--- config.mk ---
export PLATFORM = sky130hd
export DESIGN_NAME = pipedcache
export DESIGN_NICKNAME = d
export VERILOG_FILES = /design/src/rtl/pipedcache.sv
export SDC_FILE = /design/constraint.sdc
export NUM_CORES = 1
export LEC_CHECK = 0
export ABC_CLOCK_PERIOD_IN_PS = 13310
export BUFFER_PORTS_ARGS = -buffer_cell sky130_fd_sc_hd__buf_4
export CAP_MARGIN = 20
export CORE_MARGIN = 4
export CORE_UTILIZATION = 35
export CTS_CLUSTER_DIAMETER = 120
export DETAILED_ROUTE_END_ITERATION = 8
export PLACE_DENSITY_LB_ADDON = 0.05
export REMOVE_ABC_BUFFERS = 1
export SYNTH_ARGS = -nofsm -noshare
export SYNTH_HDL_FRONTEND = slang
export SYNTH_SLANG_ARGS = --single-unit
--- constraint.sdc ---
create_clock -name clock -period 13.31 [get_ports clock]
set_clock_uncertainty 0.1 [all_clocks]
set_input_delay 0.6655 -clock clock [delete_from_list [all_inputs] [get_ports clock]]
set_output_delay 0.6655 -clock clock [all_outputs]
set_load 0.01 [all_outputs]
--- src/rtl/pipedcache.sv ---
// rtl/pipedcache.sv - direct-mapped write-through no-write-allocate data cache with MEM-stage stall
module pipedcache #(
    parameter int LINES = 16
) (
    input  logic        clock,
    input  logic        reset,
    input  logic        mrmem,
    input  logic        mwmem,
    input  logic [31:0] maddr,
    input  logic [31:0] mdi,
    input  logic        imem_ready,
    output logic [31:0] mmo,
    output logic        mem_ready,
    output logic        m_req,
    output logic        m_we,
    output logic [31:0] m_addr,
    output logic [31:0] m_wdata,
    input  logic [31:0] m_rdata,
    input  logic        m_ack
);
    localparam int IW = $clog2(LINES);
    localparam int TW = 30 - IW;

    typedef enum logic [1:0] {
        S_IDLE,
        S_RD,
        S_WR,
        S_DONE
    } state_t;

    state_t state_q, state_d;

    logic [LINES-1:0] valid_q;
    logic [TW-1:0]    tag_ram  [LINES];
    logic [31:0]      data_ram [LINES];
    logic [31:0]      hold_q;

    logic [IW-1:0] index;
    logic [TW-1:0] tag;
    logic          hit;

    // Fill and update use the latched memory address, so they never depend on the MEM-stage bus.
    logic [IW-1:0] w_index;
    logic [TW-1:0] w_tag;
    logic          w_hit;

    logic fill_en;
    logic upd_en;
    logic issue_rd;
    logic issue_wr;
    logic finish;
    logic unused_byte_bits;

    assign index   = maddr[IW+1:2];
    assign tag     = maddr[31:IW+2];
    assign hit     = valid_q[index] && (tag_ram[index] == tag);
    assign w_index = m_addr[IW+1:2];
    assign w_tag   = m_addr[31:IW+2];
    assign w_hit   = valid_q[w_index] && (tag_ram[w_index] == w_tag);

    assign unused_byte_bits = ^maddr[1:0];

    always_ff @(posedge clock or posedge reset) begin
        if (reset) begin
            state_q <= S_IDLE;
        end else begin
            state_q <= state_d;
        end
    end

    always_comb begin
        state_d   = state_q;
        mem_ready = 1'b0;
        mmo       = 32'd0;
        fill_en   = 1'b0;
        upd_en    = 1'b0;
        issue_rd  = 1'b0;
        issue_wr  = 1'b0;
        finish    = 1'b0;
        case (state_q)
            S_IDLE: begin
                if (mwmem) begin
                    issue_wr = 1'b1;
                    state_d  = S_WR;
                end else if (mrmem) begin
                    if (hit) begin
                        mem_ready = 1'b1;
                        mmo       = data_ram[index];
                    end else begin
                        issue_rd = 1'b1;
                        state_d  = S_RD;
                    end
                end else begin
                    mem_ready = 1'b1;
                end
            end
            S_RD: begin
                if (m_ack) begin
                    mem_ready = 1'b1;
                    mmo       = m_rdata;
                    fill_en   = 1'b1;
                    finish    = 1'b1;
                    state_d   = imem_ready ? S_IDLE : S_DONE;
                end
            end
            S_WR: begin
                if (m_ack) begin
                    mem_ready = 1'b1;
                    upd_en    = w_hit;
                    finish    = 1'b1;
                    state_d   = imem_ready ? S_IDLE : S_DONE;
                end
            end
            S_DONE: begin
                mem_ready = 1'b1;
                mmo       = hold_q;
                if (imem_ready) begin
                    state_d = S_IDLE;
                end
            end
            default: state_d = S_IDLE;
        endcase
        // Reset overrides everything so an abandoned transaction cannot fill or update a line.
        if (reset) begin
            mem_ready = 1'b0;
            mmo       = 32'd0;
            fill_en   = 1'b0;
            upd_en    = 1'b0;
            issue_rd  = 1'b0;
            issue_wr  = 1'b0;
            finish    = 1'b0;
        end
    end

    always_ff @(posedge clock or posedge reset) begin
        if (reset) begin
            m_req   <= 1'b0;
            m_we    <= 1'b0;
            m_addr  <= 32'd0;
            m_wdata <= 32'd0;
            hold_q  <= 32'd0;
            valid_q <= '0;
        end else begin
            if (issue_rd) begin
                m_req  <= 1'b1;
                m_we   <= 1'b0;
                m_addr <= {maddr[31:2], 2'b00};
            end
            if (issue_wr) begin
                m_req   <= 1'b1;
                m_we    <= 1'b1;
                m_addr  <= {maddr[31:2], 2'b00};
                m_wdata <= mdi;
            end
            if (finish) begin
                m_req <= 1'b0;
                m_we  <= 1'b0;
            end
            // DONE after a store must present 0, so the hold register is cleared on store completion.
            if (fill_en) begin
                hold_q           <= m_rdata;
                valid_q[w_index] <= 1'b1;
            end else if (finish) begin
                hold_q <= 32'd0;
            end
        end
    end

    always_ff @(posedge clock) begin
        if (fill_en) begin
            tag_ram[w_index]  <= w_tag;
            data_ram[w_index] <= m_rdata;
        end else if (upd_en) begin
            data_ram[w_index] <= m_wdata;
        end
    end

endmodule

==> flow_summary.json <==
{
  "drt-initial-drc-count": 2044,
  "syn_area_per_cell_um2": 19.35,
  "final-setup-viol-count": 0,
  "dpl_cell_area_mm2": 0.04901,
  "cts_tree": "done",
  "rsz0062_at_grt": "no",
  "crit_family": "buffers and inverters",
  "status": "finished clean",
  "numCtsBuffers": 116,
  "grt_max_degree": 71,
  "antenna_found_initial": 5,
  "die-area_mm2": 0.1352,
  "power_per_cell_area_mw_per_mm2": 184.8,
  "num_rows": 131,
  "synth-seq-area-share_pct": 67.83,
  "postCtsSetupBuffers": 0,
  "area_delta_synth_final_pct": 17.63,
  "dp_hpwl_um": 78250,
  "core-area_mm2": 0.1280,
  "num-nets-final": 2709,
  "antenna_left": 0,
  "peakVddDrop_v": 0.0001128,
  "synth_edf_count": 928,
  "async_reset_ff_share_pct": 10.94,
  "grt-ovfl-total": 0,
  "yosysTopAreaCellShare_pct": 61.53,
  "drt_pass1_iterations": 5,
  "io_buffers": 196,
  "hold_class": "in2async",
  "synthesis.area_mm2": 0.04529,
  "power_mw": 9.843,
  "p_leak_nw": 17.83,
  "max_freq_mhz": 151.3,
  "critPathBufInv": 3,
  "wl_per_cell_um": 31.28,
  "drv_cap": 0,
  "clk_path_buf_depth": 3,
  "vias": 24530,
  "numClockSinks": 1042,
  "diodes": 0,
  "vias_per_cell": 5.532,
  "die_w_um": 367.7,
  "cp_slowest_stage_delay_ps": 740,
  "finalWeightedCongestion": 0.7872,
  "endpoint_kind": "flip-flop",
  "yosysWarnings": 0,
  "start_kind": "flip-flop",
  "clk_latency_ps": 740,
  "track_usage_pct": 20.40,
  "grt_pass1_vias": 26020,
  "layout-drive-gt1-share_pct": 35.30,
  "arrival_ps": 6870,
  "maxSlewViolCount": 0,
  "start_util_pct": 35.38,
  "crit_required_ps": 13580,
  "netlist_top_cells_area": "edfxtp_1 (62%), mux4_2 (17%), dfrtp_1 (6.3%), mux2i_1 (2.7%), mux2_2 (2.6%)",
  "syn_inst": 2340,
  "cts_resized": 0,
  "synth_area_leader_cell": "edfxtp_1",
  "tightest_slew_ps": 1167,
  "path_class": "reg2reg",
  "grt_pass1_wl_um": 197000,
  "cts-root-buf": "clkbuf_16",
  "finish.utilization_pct": 41.62,
  "post-route-period-util_pct": 49.65,
  "cp_max_fo": 35,
  "cpMaxStageDelayCell": "dfrtp_4",
  "synthFlopType": "edfxtp_1",
  "drc": 0,
  "final_hold_viol_count": 0,
  "period_minus_slack_ps": 6608,
  "fin_setup_tns_ps": 0,
  "hold_buffers": 27,
  "ys_seq_elements": 1042,
  "relSlewSlack_pct": 21.90,
  "wl_um": 138700,
  "yosys.cell_types.count": 65,
  "crit_top_cell": "buf_4",
  "h-tree-depth": 3,
  "boundaryPins": 201,
  "crit_chain": "buf_4 > buf_4 > mux4_2 > mux2i_1 > mux2i_1 > xor2_1 > nor4_1 > nand4_1 > o21ai_0 > nand3_1 > nor3_2 > buf_4",
  "clk_pin_slew_worst_paths_ps": 60,
  "final_area_mm2": 0.05327,
  "die_height_um": 367.7
}
## layout make-up
cell class	instances	area (um^2)
clock buffers	159	3236
repair buffers	299	2345
well taps	1729	2163
flip-flops and latches	1042	30730
multi-input cells	1131	14000
fillers	11330	74740
inverters	12	50.05
clock inverters	62	745.7
## where the power goes
part / switching (mW) / total (mW) / internal [mW] / leakage, nW
Sequential: 0.365 / 4.34 / 3.98 / 9.77
Clock: 1.36 / 3.32 / 1.96 / 1.95
Combinational: 1.22 / 2.18 / 0.964 / 6.12
## cells in the mapped netlist (6+ instances only)
cell type	instances
edfxtp_1	928
mux4_2	334
mux2i_1	124
dfrtp_1	114
mux2_2	104
a22o_1	77
nand2_1	70
clkbuf_1	66
buf_2	60
nand2b_1	45
nor2_1	45
o21ai_0	45
xor2_1	34
o22ai_1	22
xnor2_1	22
or2_2	18
mux2_1	17
a22oi_1	15
a21oi_1	14
a221oi_1	14
buf_4	14
nand3_1	14
nor2b_1	14
nor3_1	12
inv_1	11
buf_1	8
buf_6	8
nand4_1	8
or3_1	8
and2_1	7
nor4_1	7
a211oi_1	6
## metal layers
layer / part of all wire, % / up-vias / GRT usage [%]
li1: - / 10260 / -
met1: 43 / 13310 / 27.49
met2: 50 / 761 / 34.48
met3: 4.7 / 193 / 3.372
met4: 2.7 / 0 / 5.404
met5: 0 / - / 0
## flip-flops by register name, indices dropped and copies added (netlist names)
| signal | flops |
|---|---|
| m_we | 1 |
| hold_q | 32 |
| state_q | 2 |
| m_req | 1 |
| m_addr | 30 |
| valid_q | 16 |
| m_wdata | 32 |
| data_ram | 512 |
| tag_ram | 416 |
## layout by cell type (no fill, tap or decap), types with 7 or more instances in the layout
master / netlist / layout
edfxtp_1: 928 / 928
mux4_2: 334 / 334
buf_4: 14 / 266
mux2i_1: 124 / 124
clkbuf_16: 0 / 117
dfrtp_1: 114 / 111
mux2_2: 104 / 104
a22o_1: 77 / 77
nand2_1: 70 / 70
o21ai_0: 45 / 45
nand2b_1: 45 / 45
xor2_1: 34 / 34
nor2_4: 0 / 28
clkbuf_1: 66 / 27
dlygate4sd3_1: 0 / 27
clkinv_2: 0 / 23
xnor2_1: 22 / 22
o22ai_1: 22 / 22
or2_2: 18 / 18
nor2_1: 45 / 17
clkinv_1: 0 / 17
mux2_1: 17 / 17
clkbuf_8: 0 / 16
a22oi_1: 15 / 15
nor2b_1: 14 / 14
a221oi_1: 14 / 14
a21oi_1: 14 / 14
nand3_1: 14 / 14
bufinv_16: 0 / 13
inv_1: 11 / 9
nand4_1: 8 / 8
nor4_1: 7 / 7
or3_1: 8 / 7
## path summary, 6_finish.rpt
check	from	endpoint	slack, ps	depth (start not counted)
worst max-delay path	m_addr[2]	data_ram[3][11]	6700	12
worst min-delay path	reset	state_q[0]	50	2
worst max register to register	m_addr[2]	data_ram[3][11]	6700	12
worst min register to register	valid_q[15]	valid_q[15]	390	1
max in group asynchronous	reset	hold_q[27]	11790	3
min in group clock	mdi[6]	m_wdata[6]	60	2
## through the flow
step	instances	worst slack (ps)	hold slack, ps
after floorplan	2185	3993	351.5
after global placement	4184	6497	364.1
after detailed placement	4185	6488	375.9
after CTS	4433	6472	0.6404
after global routing	4434	6185	14.71
final	4434	6702	50.52
## kinds of logic after synthesis
family                     after synthesis  share of synthesized area (%)
xor gates and xnor gates                56                          1.083
other                                    1                       0.008280
muxes                                  580                          22.42
buffers and inverters                  168                          1.807
and+or+nand+nor                        265                          3.047
DFF                                   1042                          67.83
AOI/OAI and AO/OA                      223                          3.672
adders and majority gates                5                         0.1381
Power figures use the tool's default switching activity.
